===== config.mk =====
export PLATFORM = sky130hd
export DESIGN_NAME = decade_seq_ctrl
export DESIGN_NICKNAME = d
export VERILOG_FILES = /design/src/rtl/decade_seq_ctrl.sv
export SDC_FILE = /design/constraint.sdc
export NUM_CORES = 1
export LEC_CHECK = 0
export ABC_CLOCK_PERIOD_IN_PS = 2050
export CELL_PAD_IN_SITES_DETAIL_PLACEMENT = 1
export CELL_PAD_IN_SITES_GLOBAL_PLACEMENT = 1
export CORE_ASPECT_RATIO = 0.7
export CORE_MARGIN = 10
export CORE_UTILIZATION = 31
export CTS_BUF_LIST = sky130_fd_sc_hd__clkbuf_8 sky130_fd_sc_hd__clkbuf_16
export CTS_CLUSTER_SIZE = 12
export DETAILED_ROUTE_END_ITERATION = 10
export PLACE_DENSITY = 0.73
export RECOVER_POWER = 25
export SYNTH_ARGS = -nofsm -noshare
export SYNTH_HDL_FRONTEND = slang
export SYNTH_SLANG_ARGS = --single-unit

===== constraint.sdc =====
create_clock -name clk -period 2.05 [get_ports clk]
set_input_delay 0.41 -clock clk [delete_from_list [all_inputs] [get_ports clk]]
set_output_delay 0.41 -clock clk [all_outputs]
set_load 0.02 [all_outputs]

===== src/rtl/decade_seq_ctrl.sv =====
// rtl/decade_seq_ctrl.sv - sequencer for cascaded BCD decade digits; option macro DECADE_SEQ_AUTORELOAD_EN
module decade_seq_ctrl #(
  parameter int DIGITS   = 4,
  parameter int PRESCALE = 10
) (
  input  logic                clk,
  input  logic                rst,
  input  logic                cmd_valid,
  output logic                cmd_ready,
  input  logic [1:0]          cmd_op,
  input  logic [4*DIGITS-1:0] cmd_data,
  input  logic [4*DIGITS-1:0] match_val,
  output logic [4*DIGITS-1:0] count,
  output logic                running,
  output logic                done,
  output logic                bcd_err
);

  localparam int W  = 4 * DIGITS;
  localparam int PW = $clog2(PRESCALE);
  localparam logic [PW-1:0] PS_LAST = PW'(PRESCALE - 1);

  localparam logic [1:0] OP_START = 2'b00;
  localparam logic [1:0] OP_STOP  = 2'b01;
  localparam logic [1:0] OP_CLEAR = 2'b10;
  localparam logic [1:0] OP_LOAD  = 2'b11;

  typedef enum logic [1:0] {
    ST_IDLE = 2'b00,
    ST_RUN  = 2'b01,
    ST_DONE = 2'b10
  } state_t;

  state_t        state_q, state_nxt;
  logic [PW-1:0] presc_q, presc_nxt;
  logic [W-1:0]  count_q, count_nxt;
  logic          ready_q, ready_nxt;
  logic          done_q, done_nxt;
  logic          err_q, err_nxt;
  logic          accept;
  logic          tick;
  logic          tick_go;
  logic [W-1:0]  count_inc;
  logic          load_ok;
  logic          match_ok;

`ifdef DECADE_SEQ_AUTORELOAD_EN
  logic [W-1:0]  reload_q, reload_nxt;
`endif

  // True when every nibble is a legal BCD digit.
  function automatic logic bcd_valid(input logic [W-1:0] v);
    logic ok;
    ok = 1'b1;
    for (int i = 0; i < DIGITS; i++) begin
      if (v[4*i +: 4] > 4'd9) ok = 1'b0;
    end
    return ok;
  endfunction

  // Ripple BCD increment; a digit advances only while every lower digit rolled over.
  function automatic logic [W-1:0] bcd_inc(input logic [W-1:0] v);
    logic [W-1:0] r;
    logic         carry;
    r     = v;
    carry = 1'b1;
    for (int i = 0; i < DIGITS; i++) begin
      if (carry) begin
        if (v[4*i +: 4] == 4'd9) begin
          r[4*i +: 4] = 4'd0;
        end else begin
          r[4*i +: 4] = v[4*i +: 4] + 4'd1;
          carry       = 1'b0;
        end
      end
    end
    return r;
  endfunction

  assign accept    = cmd_valid && ready_q;
  assign tick      = (state_q == ST_RUN) && (presc_q == PS_LAST);
  assign count_inc = bcd_inc(count_q);
  assign load_ok   = bcd_valid(cmd_data);
  assign match_ok  = bcd_valid(match_val) && (count_inc == match_val);

  // Next-state: commands first, then a tick only if no command claimed this edge.
  always_comb begin
    state_nxt = state_q;
    presc_nxt = presc_q;
    count_nxt = count_q;
    err_nxt   = err_q;
    done_nxt  = 1'b0;
    ready_nxt = !accept;
    tick_go   = tick;
`ifdef DECADE_SEQ_AUTORELOAD_EN
    reload_nxt = reload_q;
`endif

    if (state_q == ST_RUN) begin
      presc_nxt = tick ? '0 : presc_q + PW'(1);
    end

    if (accept) begin
      case (cmd_op)
        OP_START: begin
          if (state_q != ST_RUN) begin
            state_nxt = ST_RUN;
            presc_nxt = '0;
          end
        end
        OP_STOP: begin
          if (state_q == ST_RUN) begin
            state_nxt = ST_IDLE;
            presc_nxt = '0;
            tick_go   = 1'b0;
          end
        end
        OP_CLEAR: begin
          count_nxt = '0;
          presc_nxt = '0;
          err_nxt   = 1'b0;
          tick_go   = 1'b0;
          if (state_q == ST_DONE) state_nxt = ST_IDLE;
        end
        default: begin
          if (load_ok) begin
            count_nxt = cmd_data;
            presc_nxt = '0;
`ifdef DECADE_SEQ_AUTORELOAD_EN
            reload_nxt = cmd_data;
`endif
          end else begin
            err_nxt = 1'b1;
          end
          tick_go = 1'b0;
          if (state_q == ST_DONE) state_nxt = ST_IDLE;
        end
      endcase
    end

    if (tick_go) begin
      if (match_ok) begin
        done_nxt = 1'b1;
`ifdef DECADE_SEQ_AUTORELOAD_EN
        count_nxt = reload_q;
`else
        count_nxt = count_inc;
        state_nxt = ST_DONE;
`endif
      end else begin
        count_nxt = count_inc;
      end
    end
  end

  // State register with synchronous reset taking priority over commands and ticks.
  always_ff @(posedge clk) begin
    if (rst) begin
      state_q <= ST_IDLE;
      presc_q <= '0;
      count_q <= '0;
      ready_q <= 1'b1;
      done_q  <= 1'b0;
      err_q   <= 1'b0;
`ifdef DECADE_SEQ_AUTORELOAD_EN
      reload_q <= '0;
`endif
    end else begin
      state_q <= state_nxt;
      presc_q <= presc_nxt;
      count_q <= count_nxt;
      ready_q <= ready_nxt;
      done_q  <= done_nxt;
      err_q   <= err_nxt;
`ifdef DECADE_SEQ_AUTORELOAD_EN
      reload_q <= reload_nxt;
`endif
    end
  end

  assign cmd_ready = ready_q;
  assign count     = count_q;
  assign running   = (state_q == ST_RUN);
  assign done      = done_q;
  assign bcd_err   = err_q;

endmodule


==> results.md <==
- Status: finished with violations
- Violated checks: setup timing
- Max-slew headroom: 69.8%
- Sequential power share: 38.1%
- Clock Path Buffers: 2
- Die width: 118 um
- Clock sink total: 25
- DR pass1 iterations: 4
- Reg area: 532 um^2
- Vias in the first global route: 2693
- Fmax: 0.438 GHz
- Largest net degree at the start of global routing: 29
- Worst Setup End Kind: flip-flop
- Hpwl dp: 6970 um
- Crit path arrival time: 2500 ps
- Fin crit period: 2290 ps
- Clock power frac: 21.9%
- Fin crit share: 111%
- Num CTS Buffers: 3
- Synth Area in Adders: 4.82%
- RSZ-0062 raised after global routing: true
- Async set-reset flop share out of synthesis: 0%
- DR iter-0 viols: 138
- Seq/Total Area, Yosys: 24.1%
- Worst-margin pin slew: 448 ps
- Fill count: 769
- Net Switching: 0.000458 W
- Combinational family with the most area after synthesis: compound AO/OA/AOI/OAI gates
- Tot GR Track Use: 16.6%
- Worst Path Max Fanout: 7
- Post-Route WL: 9750 um
- Synthesis Warnings: 0
- Synthesized instance count: 270
- Final setup viols: 3
- CTS tree: yes
- Io pins: 57
- Root Driver: clkbuf_8
- First-pass GRT wire length: 14200 um
- Final core utilization: 57.8%
- GR Overflow Total: 0
- Drt wl/cell: 19.8 um
- Skew-Pair Late Insertion Delay: 280 ps
- Area occupied by multi-input gates: 1670 um^2
- Comb pwr share: 40.0%
- Routability cong.: 0.991
- CP Class: flip-flop to flip-flop
- Compound-Gate Fraction of Synth Area: 29.5%
- Post-synth EDFFs: 0
- Cell Area, Synth: 2080 um^2
- FF+latch count, synth: 25
- Share of cells above drive strength 1: 35.6%
- Core Rows: 24
- Pleak: 1.49 nW
- Final worst slack: -235 ps
- Dpl cells: 476
- Die H: 88.5 um
- Clk pin slew, worst setup/hold paths: 90 ps
- Initial Utilization: 32.6%
- Die ar.: 10400 um^2
- Post-synthesis mux area share: 1.93%
- Core ar.: 6370 um^2
- Initial antenna violation count: 0
- Max-slew violations: 0
- Ant diodes: 0
- Antenna viol nets, final: 0
- Sw Ratio: 32.9%
- Hold crit path type: input pin to flip-flop
- Unique cell type count in the Yosys netlist: 55
- Fin cells: 493
- Via count: 2616
- Synth Area in XOR/XNOR: 7.59%
- Max VDD drop: 0.301 mV
- Internal power: 0.000933 W
- Clock Skew: 2.62 ps
- Drt drc: 0
- Post-layout net count: 448
- Syn avg cell area: 7.70 um^2
- Simple-gate share of the synthesized area: 27.0%
- Htree depth: 1
- Top FF cell, synth: dfxtp_1
- Via density: 5.31
- Area Growth Syn to Fin: 77.1%
- Syn_nets: 315
- Max cap viols: 0
- WP data required: 2260 ps
- Cts hold-fix bufs: 0
- Post-Place Worst Slack: -427 ps
- Startpoint Class: flip-flop
- IO buf count: 56
- Pwr dens: 378 nW/um^2
- Hold Violations, Final: 0
state kept, by name, indices dropped and copies added (netlist names):
name       count
bcd_err        1
state_q        2
done           1
cmd_ready      1
count         16
presc_q        4
per-stage QoR:
step	hold slack (ps)	power (W)	TNS, ps	cell area [um^2]
floorplan	438	0.000754	0	2140
global placement	471	0.00102	-5930	3300
detailed placement	480	0.00103	-7610	3300
CTS	492	0.00135	-274	3430
global route	523	0.00146	-1000	3680
finish	514	0.00139	-584	3680
cell families after synthesis:
logic type	after synthesis
xor gates and xnor gates	18
DFF	25
AOI/OAI and AO/OA	89
muxes	4
buffers and inverters	21
adders and majority gates	8
and+or+nand+nor	105
power groups by stage:
stage          clock, W  combinational [W]  sequential, W
2_1_floorplan         0           0.000181       0.000573
3_3_place_gp          0           0.000477       0.000539
3_5_place_dp          0           0.000491       0.000542
4_1_cts        0.000310           0.000506       0.000530
5_1_grt        0.000329           0.000598       0.000533
6_report       0.000304           0.000557       0.000530
layer usage:
metal  up-vias  track usage, %  share of wire, %
li1       1256               -                 -
met3        10            3.63               5.4
met1      1291            20.2                45
met5         -               0                 0
met4         0            3.13               1.4
met2        59            30.1                48
cell type report:
class,instances,share of cell area [%]
sequential,25,14.5
timing repair buffer,142,35.2
clock inverter,1,0.102
tap,91,3.09
multi-input combinational,225,45.4
inverter,6,0.612
clock buffer,3,1.12
final timing paths:
check                   start    endpoint  slack, ps  cells past startpoint
setup / recovery     count[1]        done       -240                     10
setup reg to reg     count[1]        done       -240                     10
hold reg to reg    presc_q[3]  presc_q[3]        520                      1
hold / removal    cmd_data[9]    count[9]        510                      3
worst max-delay path: stages (launching register included):
cell	delay [ps]
dfxtp_4	380
nand4bb_1	230
buf_4	210
buf_4	150
o21ai_1	190
a21oi_2	100
a211oi_2	260
o2111a_1	230
nand4_1	190
buf_4	190
nor2_1	90
cell usage after synthesis (2+ instances only):
cell type,count,area [um^2]
and2_1,2,12.5
a22oi_1,7,52.6
inv_1,6,22.5
buf_1,2,7.51
nand3_1,5,25.0
a21boi_0,2,15.0
a31oi_1,3,18.8
dfxtp_1,25,500
mux2i_1,4,40.0
clkbuf_1,7,26.3
xor2_1,10,87.6
a2bb2oi_1,2,17.5
nor4_1,2,12.5
a211o_1,3,26.3
o21ai_1,2,10.0
or2b_1,3,22.5
and3_1,4,25.0
or3_1,3,18.8
o21ai_0,23,115
and3b_1,3,26.3
nand2b_1,7,43.8
nor3_1,2,10.0
xnor2_1,8,70.1
buf_2,2,10.0
buf_6,3,33.8
nand4_1,5,31.3
ha_1,8,100
a211oi_1,16,120
o21a_1,2,15.0
nor2_1,34,128
nand2_1,23,86.3
o211ai_1,2,15.0
a21oi_1,15,75.1
nand3b_1,4,30.0
repair_timing:
action,4_1_cts,5_1_grt
pin swaps,15,23
setup endpoints to repair,22,22
setup buffers,3,7
cloned,1,2
gates resized for setup,16,48
layout by cell type, fill, tap and decap left out, types with 8 or more instances in the layout:
master,count
xor2_1,10
a21oi_1,10
dfxtp_1,14
buf_4,79
o21ai_0,14
clkdlybuf4s50_1,47
nand2_1,22
a211oi_1,15
dlymetal6s2s_1,8
o21ai_1,10
nor2_1,32
Note: power is estimated with default switching activity, not from simulation.
